### src/rtl/i2s_slave_tx.sv
// I2S slave transmitter: a stereo frame FIFO feeds a shift register that is clocked by
// oversampled codec SCLK/LRCLK. One frame is popped at the start of every left slot.
module i2s_slave_tx #(
   parameter int unsigned DATA_W      = 24,
   parameter int unsigned FIFO_DEPTH  = 8,
   parameter int unsigned SYNC_STAGES = 2
) (
   input  logic                          clk,
   input  logic                          reset_n,
   input  logic                          enable,
   input  logic                          s_valid,
   output logic                          s_ready,
   input  logic [DATA_W-1:0]             s_left,
   input  logic [DATA_W-1:0]             s_right,
   input  logic                          i2s_sclk,
   input  logic                          i2s_lrclk,
   output logic                          i2s_dout,
   output logic [$clog2(FIFO_DEPTH):0]   fifo_level,
   output logic                          underrun,
   output logic                          running
);

   localparam int unsigned AW = $clog2(FIFO_DEPTH);
   localparam int unsigned LW = AW + 1;
   localparam logic [LW-1:0] LVL_FULL = LW'(FIFO_DEPTH);

   typedef enum logic [1:0] {
      ST_IDLE,
      ST_WAIT_LEFT,
      ST_RUN
   } state_t;

   state_t                  r_state;
   state_t                  w_state_nxt;

   logic [SYNC_STAGES-1:0]  r_sclk_sync;
   logic [SYNC_STAGES-1:0]  r_lr_sync;
   logic                    r_sclk_prev;
   logic                    r_lr_prev;
   logic                    w_sclk_s;
   logic                    w_lr_s;
   logic                    w_sfall;
   logic                    w_boundary;
   logic                    w_left_bnd;
   logic                    w_right_bnd;

   logic [DATA_W-1:0]       r_mem_l [FIFO_DEPTH];
   logic [DATA_W-1:0]       r_mem_r [FIFO_DEPTH];
   logic [AW-1:0]           r_wptr;
   logic [AW-1:0]           r_rptr;
   logic [LW-1:0]           r_level;
   logic                    w_empty;
   logic                    w_push;
   logic                    w_pop;
   logic                    w_act;
   logic                    w_ur_set;

   logic [DATA_W-1:0]       r_shreg;
   logic [DATA_W-1:0]       r_rhold;
   logic                    r_dout;
   logic                    r_underrun;

   // ---------------------------------------------------------------- synchronizers
   always_ff @(posedge clk or negedge reset_n) begin
      if (!reset_n) begin
         r_sclk_sync <= '0;
         r_lr_sync   <= '0;
         r_sclk_prev <= 1'b0;
         r_lr_prev   <= 1'b0;
      end else begin
         r_sclk_sync <= {r_sclk_sync[SYNC_STAGES-2:0], i2s_sclk};
         r_lr_sync   <= {r_lr_sync[SYNC_STAGES-2:0], i2s_lrclk};
         r_sclk_prev <= w_sclk_s;
         if (w_sfall) begin
            r_lr_prev <= w_lr_s;
         end
      end
   end

   assign w_sclk_s    = r_sclk_sync[SYNC_STAGES-1];
   assign w_lr_s      = r_lr_sync[SYNC_STAGES-1];
   assign w_sfall     = r_sclk_prev & ~w_sclk_s;
   assign w_boundary  = w_sfall & (w_lr_s != r_lr_prev);
   assign w_left_bnd  = w_boundary & ~w_lr_s;
   assign w_right_bnd = w_boundary &  w_lr_s;

   // ---------------------------------------------------------------- FSM
   always_ff @(posedge clk or negedge reset_n) begin
      if (!reset_n) begin
         r_state <= ST_IDLE;
      end else begin
         r_state <= w_state_nxt;
      end
   end

   // w_act marks a cycle in which the shift engine runs; WAIT_LEFT gets its first
   // one on the left boundary that also moves it into RUN.
   always_comb begin
      w_state_nxt = r_state;
      w_act       = 1'b0;
      case (r_state)
         ST_IDLE: begin
            if (enable) begin
               w_state_nxt = ST_WAIT_LEFT;
            end
         end
         ST_WAIT_LEFT: begin
            if (w_left_bnd) begin
               w_state_nxt = ST_RUN;
               w_act       = 1'b1;
            end
         end
         ST_RUN: begin
            w_act = w_sfall;
         end
         default: begin
            w_state_nxt = ST_IDLE;
         end
      endcase
      if (!enable) begin
         w_state_nxt = ST_IDLE;
         w_act       = 1'b0;
      end
   end

   // ---------------------------------------------------------------- FIFO
   assign w_empty  = (r_level == '0);
   assign s_ready  = (r_level != LVL_FULL);
   assign w_push   = s_valid & s_ready;
   assign w_pop    = w_act & w_left_bnd & ~w_empty;
   assign w_ur_set = w_act & w_left_bnd &  w_empty;

   always_ff @(posedge clk or negedge reset_n) begin
      if (!reset_n) begin
         for (int unsigned i = 0; i < FIFO_DEPTH; i++) begin
            r_mem_l[i] <= '0;
            r_mem_r[i] <= '0;
         end
         r_wptr  <= '0;
         r_rptr  <= '0;
         r_level <= '0;
      end else begin
         if (w_push) begin
            r_mem_l[r_wptr] <= s_left;
            r_mem_r[r_wptr] <= s_right;
            r_wptr          <= r_wptr + 1'b1;
         end
         if (w_pop) begin
            r_rptr <= r_rptr + 1'b1;
         end
         case ({w_push, w_pop})
            2'b10:   r_level <= r_level + 1'b1;
            2'b01:   r_level <= r_level - 1'b1;
            default: r_level <= r_level;
         endcase
      end
   end

   // ---------------------------------------------------------------- shift engine
   // The reload on a boundary happens after the shift-out, which yields the
   // one-bit I2S delay without any extra counter.
   always_ff @(posedge clk or negedge reset_n) begin
      if (!reset_n) begin
         r_shreg    <= '0;
         r_rhold    <= '0;
         r_dout     <= 1'b0;
         r_underrun <= 1'b0;
      end else begin
         r_underrun <= w_ur_set;
         if (!enable) begin
            r_shreg <= '0;
            r_rhold <= '0;
            r_dout  <= 1'b0;
         end else if (w_act) begin
            r_dout <= r_shreg[DATA_W-1];
            if (w_left_bnd) begin
               if (w_empty) begin
                  r_shreg <= '0;
                  r_rhold <= '0;
               end else begin
                  r_shreg <= r_mem_l[r_rptr];
                  r_rhold <= r_mem_r[r_rptr];
               end
            end else if (w_right_bnd) begin
               r_shreg <= r_rhold;
            end else begin
               r_shreg <= {r_shreg[DATA_W-2:0], 1'b0};
            end
         end
      end
   end

   assign i2s_dout   = r_dout;
   assign underrun   = r_underrun;
   assign running    = (r_state == ST_RUN);
   assign fifo_level = r_level;

endmodule
### config.mk
export PLATFORM = sky130hd
export DESIGN_NAME = i2s_slave_tx
export DESIGN_NICKNAME = d
export VERILOG_FILES = /design/src/rtl/i2s_slave_tx.sv
export SDC_FILE = /design/constraint.sdc
export NUM_CORES = 1
export LEC_CHECK = 0
export ABC_AREA = 1
export BUFFER_PORTS_ARGS = -buffer_cell sky130_fd_sc_hd__clkbuf_2
export CAP_MARGIN = 20
export CORE_AREA = 2 2 201 203
export CTS_BUF_LIST = sky130_fd_sc_hd__clkbuf_8 sky130_fd_sc_hd__clkbuf_16
export DETAILED_ROUTE_END_ITERATION = 16
export DIE_AREA = 0 0 203 205
export GPL_TIMING_DRIVEN = 0
export PLACE_DENSITY_LB_ADDON = 0.12
export SYNTH_ARGS = -nofsm -noshare
export SYNTH_HDL_FRONTEND = slang
export SYNTH_SLANG_ARGS = --single-unit
export TNS_END_PERCENT = 5
### constraint.sdc
create_clock -name clk -period 2.5 [get_ports clk]
set_input_delay 0.25 -clock clk [delete_from_list [all_inputs] [get_ports clk]]
set_output_delay 0.25 -clock clk [all_outputs]
set_load 0.01 [all_outputs]
==> metrics <==
setup TNS=0 ps; Clock Skews=18.39 ps; Die ar.=41620 µm²; syn_nets=2980; Yosys top cell by area=dfrtp_1; initial detailed-routing violation count=1960; fmax=416.6 MHz; clock-pin slew on the worst setup and hold paths=60 ps; Period Utilization, post-route=0.9601; post-synthesis register bit count=452; Worst-Margin Slew=1108 ps; WS Path Type=flop to flop; Non-Filler Instances=3601; Nets=3104; Peak VDD IR=0.0006207 V; Final Max Slew Viols=0; min Tclk post-route=2400 ps; placed cell count=3506; CP Max Fanout=10; Filler cells=3559; cts bufs inserted=48; Tot GR Track Use=0.3453; number of synthesized flops with an enable pin=0; Overall Power=27.35 mW; Synthesis Warnings=0; root buf cell=clkbuf_16; Area Growth Syn to Fin=12.78%; routed wire length=69.05 mm; Area contributors post-synth=dfrtp_1, nand2_1, inv_1, o21ai_1, nand3_1; TritonCTS sink count=452; worst hold-check path type=input pin to flop; Slew headroom=0.2615; CTS max path bufs=3; HPWL Detailed=46.59 mm; Netlist cell types=32; most frequent cells in the layout=nand2_1, dfrtp_1, inv_1; row count=73; drt via density=5.469; Post-Synthesis Cell Area=22160 µm²; final hold viol count=0; initial antenna violation count=0; CTS H-tree depth=2; outcome=completed; Initial Util=0.5629; Die Y=205 µm; pwr dens=1094 nW/µm²; register area share after synthesis=0.5105; gpl congestion=0.8812; final setup violation count=0; largest net degree at the start of global routing=117; Worst Path Arrival=2880 ps; Core ar.=39370 µm²; ys flop type=dfrtp_1; io pins=62; worst endpoint required time=2980 ps; share of the synthesized area in the top cell type=0.5105; CTS tree=built; Mean Syn Cell Area=7.596 µm²; DIE WIDTH=203 µm; Lkg Pwr=13.34 nW; Async S/R FF share, synth=1.000; Pre-antenna DRT Iters=5; total vias in the final route=19690; commonest non-fill, non-tap cell in the layout=nand2_1; CP Launch Type=flop; port bufs=60; Max-Cap Viols=0; Mapped Cells=2917; vias in the first global route=19390; first-pass GRT wire length=109.5 mm; clk_lat worst skew=590 ps; element type at the critical path end=flop; Residual DRC=0; share of cells above drive strength 1=0.09301; Overflow after GRT=0; Final ANT Viol Nets=0; drt wl/cell=19.18 µm
==> cell usage after synthesis, types with 8 or more instances <==
cell type and n:
o21ai_0 131, nand4_4 8, clkbuf_1 50, ha_1 9, nand3_1 260, nand2_1 1153, buf_2 70, dfrtp_1 452
o21ai_1 283, inv_1 401, nor2_1 19, buf_6 40, buf_1 10
==> metrics by stage <==
step	cell area, µm²	hold WS (ps)	util	setup slack, ps
2_1_floorplan	22160	-45.59	-	118.4
3_3_place_gp	23110	331.6	0.5872	-8962
3_5_place_dp	23230	334.3	0.5902	-452.4
4_1_cts	24920	2.175	0.6331	31.58
5_1_grt	24990	37.35	0.6347	-20.94
6_report	24990	22.75	0.6348	99.64
==> timing repair <==
item                                   4_1_cts  5_1_grt
endpoints found under the hold margin       77        0
hold buffers                                 3        0
gates resized for setup                      6        5
pin swaps                                    3        2
buffers inserted                             2        5
setup endpoints to repair                    3        2
==> power by group <==
group / internal, mW / leakage [nW] / switching [mW]
registers: 10.2 / 5.77 / 1.61
logic: 3.09 / 6.73 / 5.17
clock network: 4.35 / 0.838 / 2.96
total: 17.6 / 13.3 / 9.75
==> final timing paths <==
kind | end | depth (start not counted) | from | slack (ps)
max reg2reg | r_shreg[4]$_DFFE_PN0P_ | 10 | r_rptr[0]$_DFFE_PN0P_ | 100
min in group asynchronous | r_mem_l[176]$_DFFE_PN0P_ | 2 | reset_n | 250
max in group asynchronous | r_mem_r[130]$_DFFE_PN0P_ | 5 | reset_n | 510
min reg2reg | r_lr_sync[1]$_DFF_PN0_ | 0 | r_lr_sync[0]$_DFF_PN0_ | 350
max | r_shreg[4]$_DFFE_PN0P_ | 10 | r_rptr[0]$_DFFE_PN0P_ | 100
min | r_mem_l[48]$_DFFE_PN0P_ | 3 | s_left[0] | 20
==> final cells by class <==
class | count | area, µm² | area share
clock buffer | 66 | 1460 | 0.05843
antenna | 1 | 2.502 | 0.0001001
clock inverter | 18 | 155.1 | 0.006209
timing repair buffer | 74 | 501.7 | 0.02008
buffer | 172 | 1061 | 0.04246
multi-input combinational | 1886 | 8294 | 0.3319
tap | 525 | 656.9 | 0.02629
sequential | 452 | 11310 | 0.4526
inverter | 407 | 1546 | 0.06189
==> critical path: stages (launching register included) <==
cell,delay [ps]
dfrtp_1,360
buf_2,170
buf_2,280
clkbuf_1,570
nand2_1,120
nand3_1,130
nand3_1,140
nand3_1,300
nand2_1,90
nand2_1,70
nand2_1,50
==> per-layer routing <==
metal / vias up / track usage / wire (µm)
met2: 822 / 0.5604 / 31830
met5: - / 0 / 0
li1: 9239 / - / -
met4: 0 / 0.1971 / 4220
met1: 9425 / 0.4468 / 27910
met3: 207 / 0.04979 / 5098
==> sequential cells by signal, summed over array words and instances, names as in the netlist <==
signal,count
fifo_level,4
i2s_dout,1
r_lr_prev,1
r_lr_sync,2
r_mem_l,192
r_mem_r,192
r_rhold,24
r_rptr,3
r_sclk_prev,1
r_sclk_sync,2
r_shreg,24
r_state,2
r_wptr,3
underrun,1
==> cell families after synthesis <==
family | after synthesis | synth area share
and+or+nand+nor | 1453 | 0.2701
buffers and inverters | 579 | 0.1172
DFF | 452 | 0.5105
AOI/OAI and AO/OA | 418 | 0.09470
adders and majority gates | 9 | 0.005082
xor gates and xnor gates | 6 | 0.002372
Power figures use the tool's default switching activity.
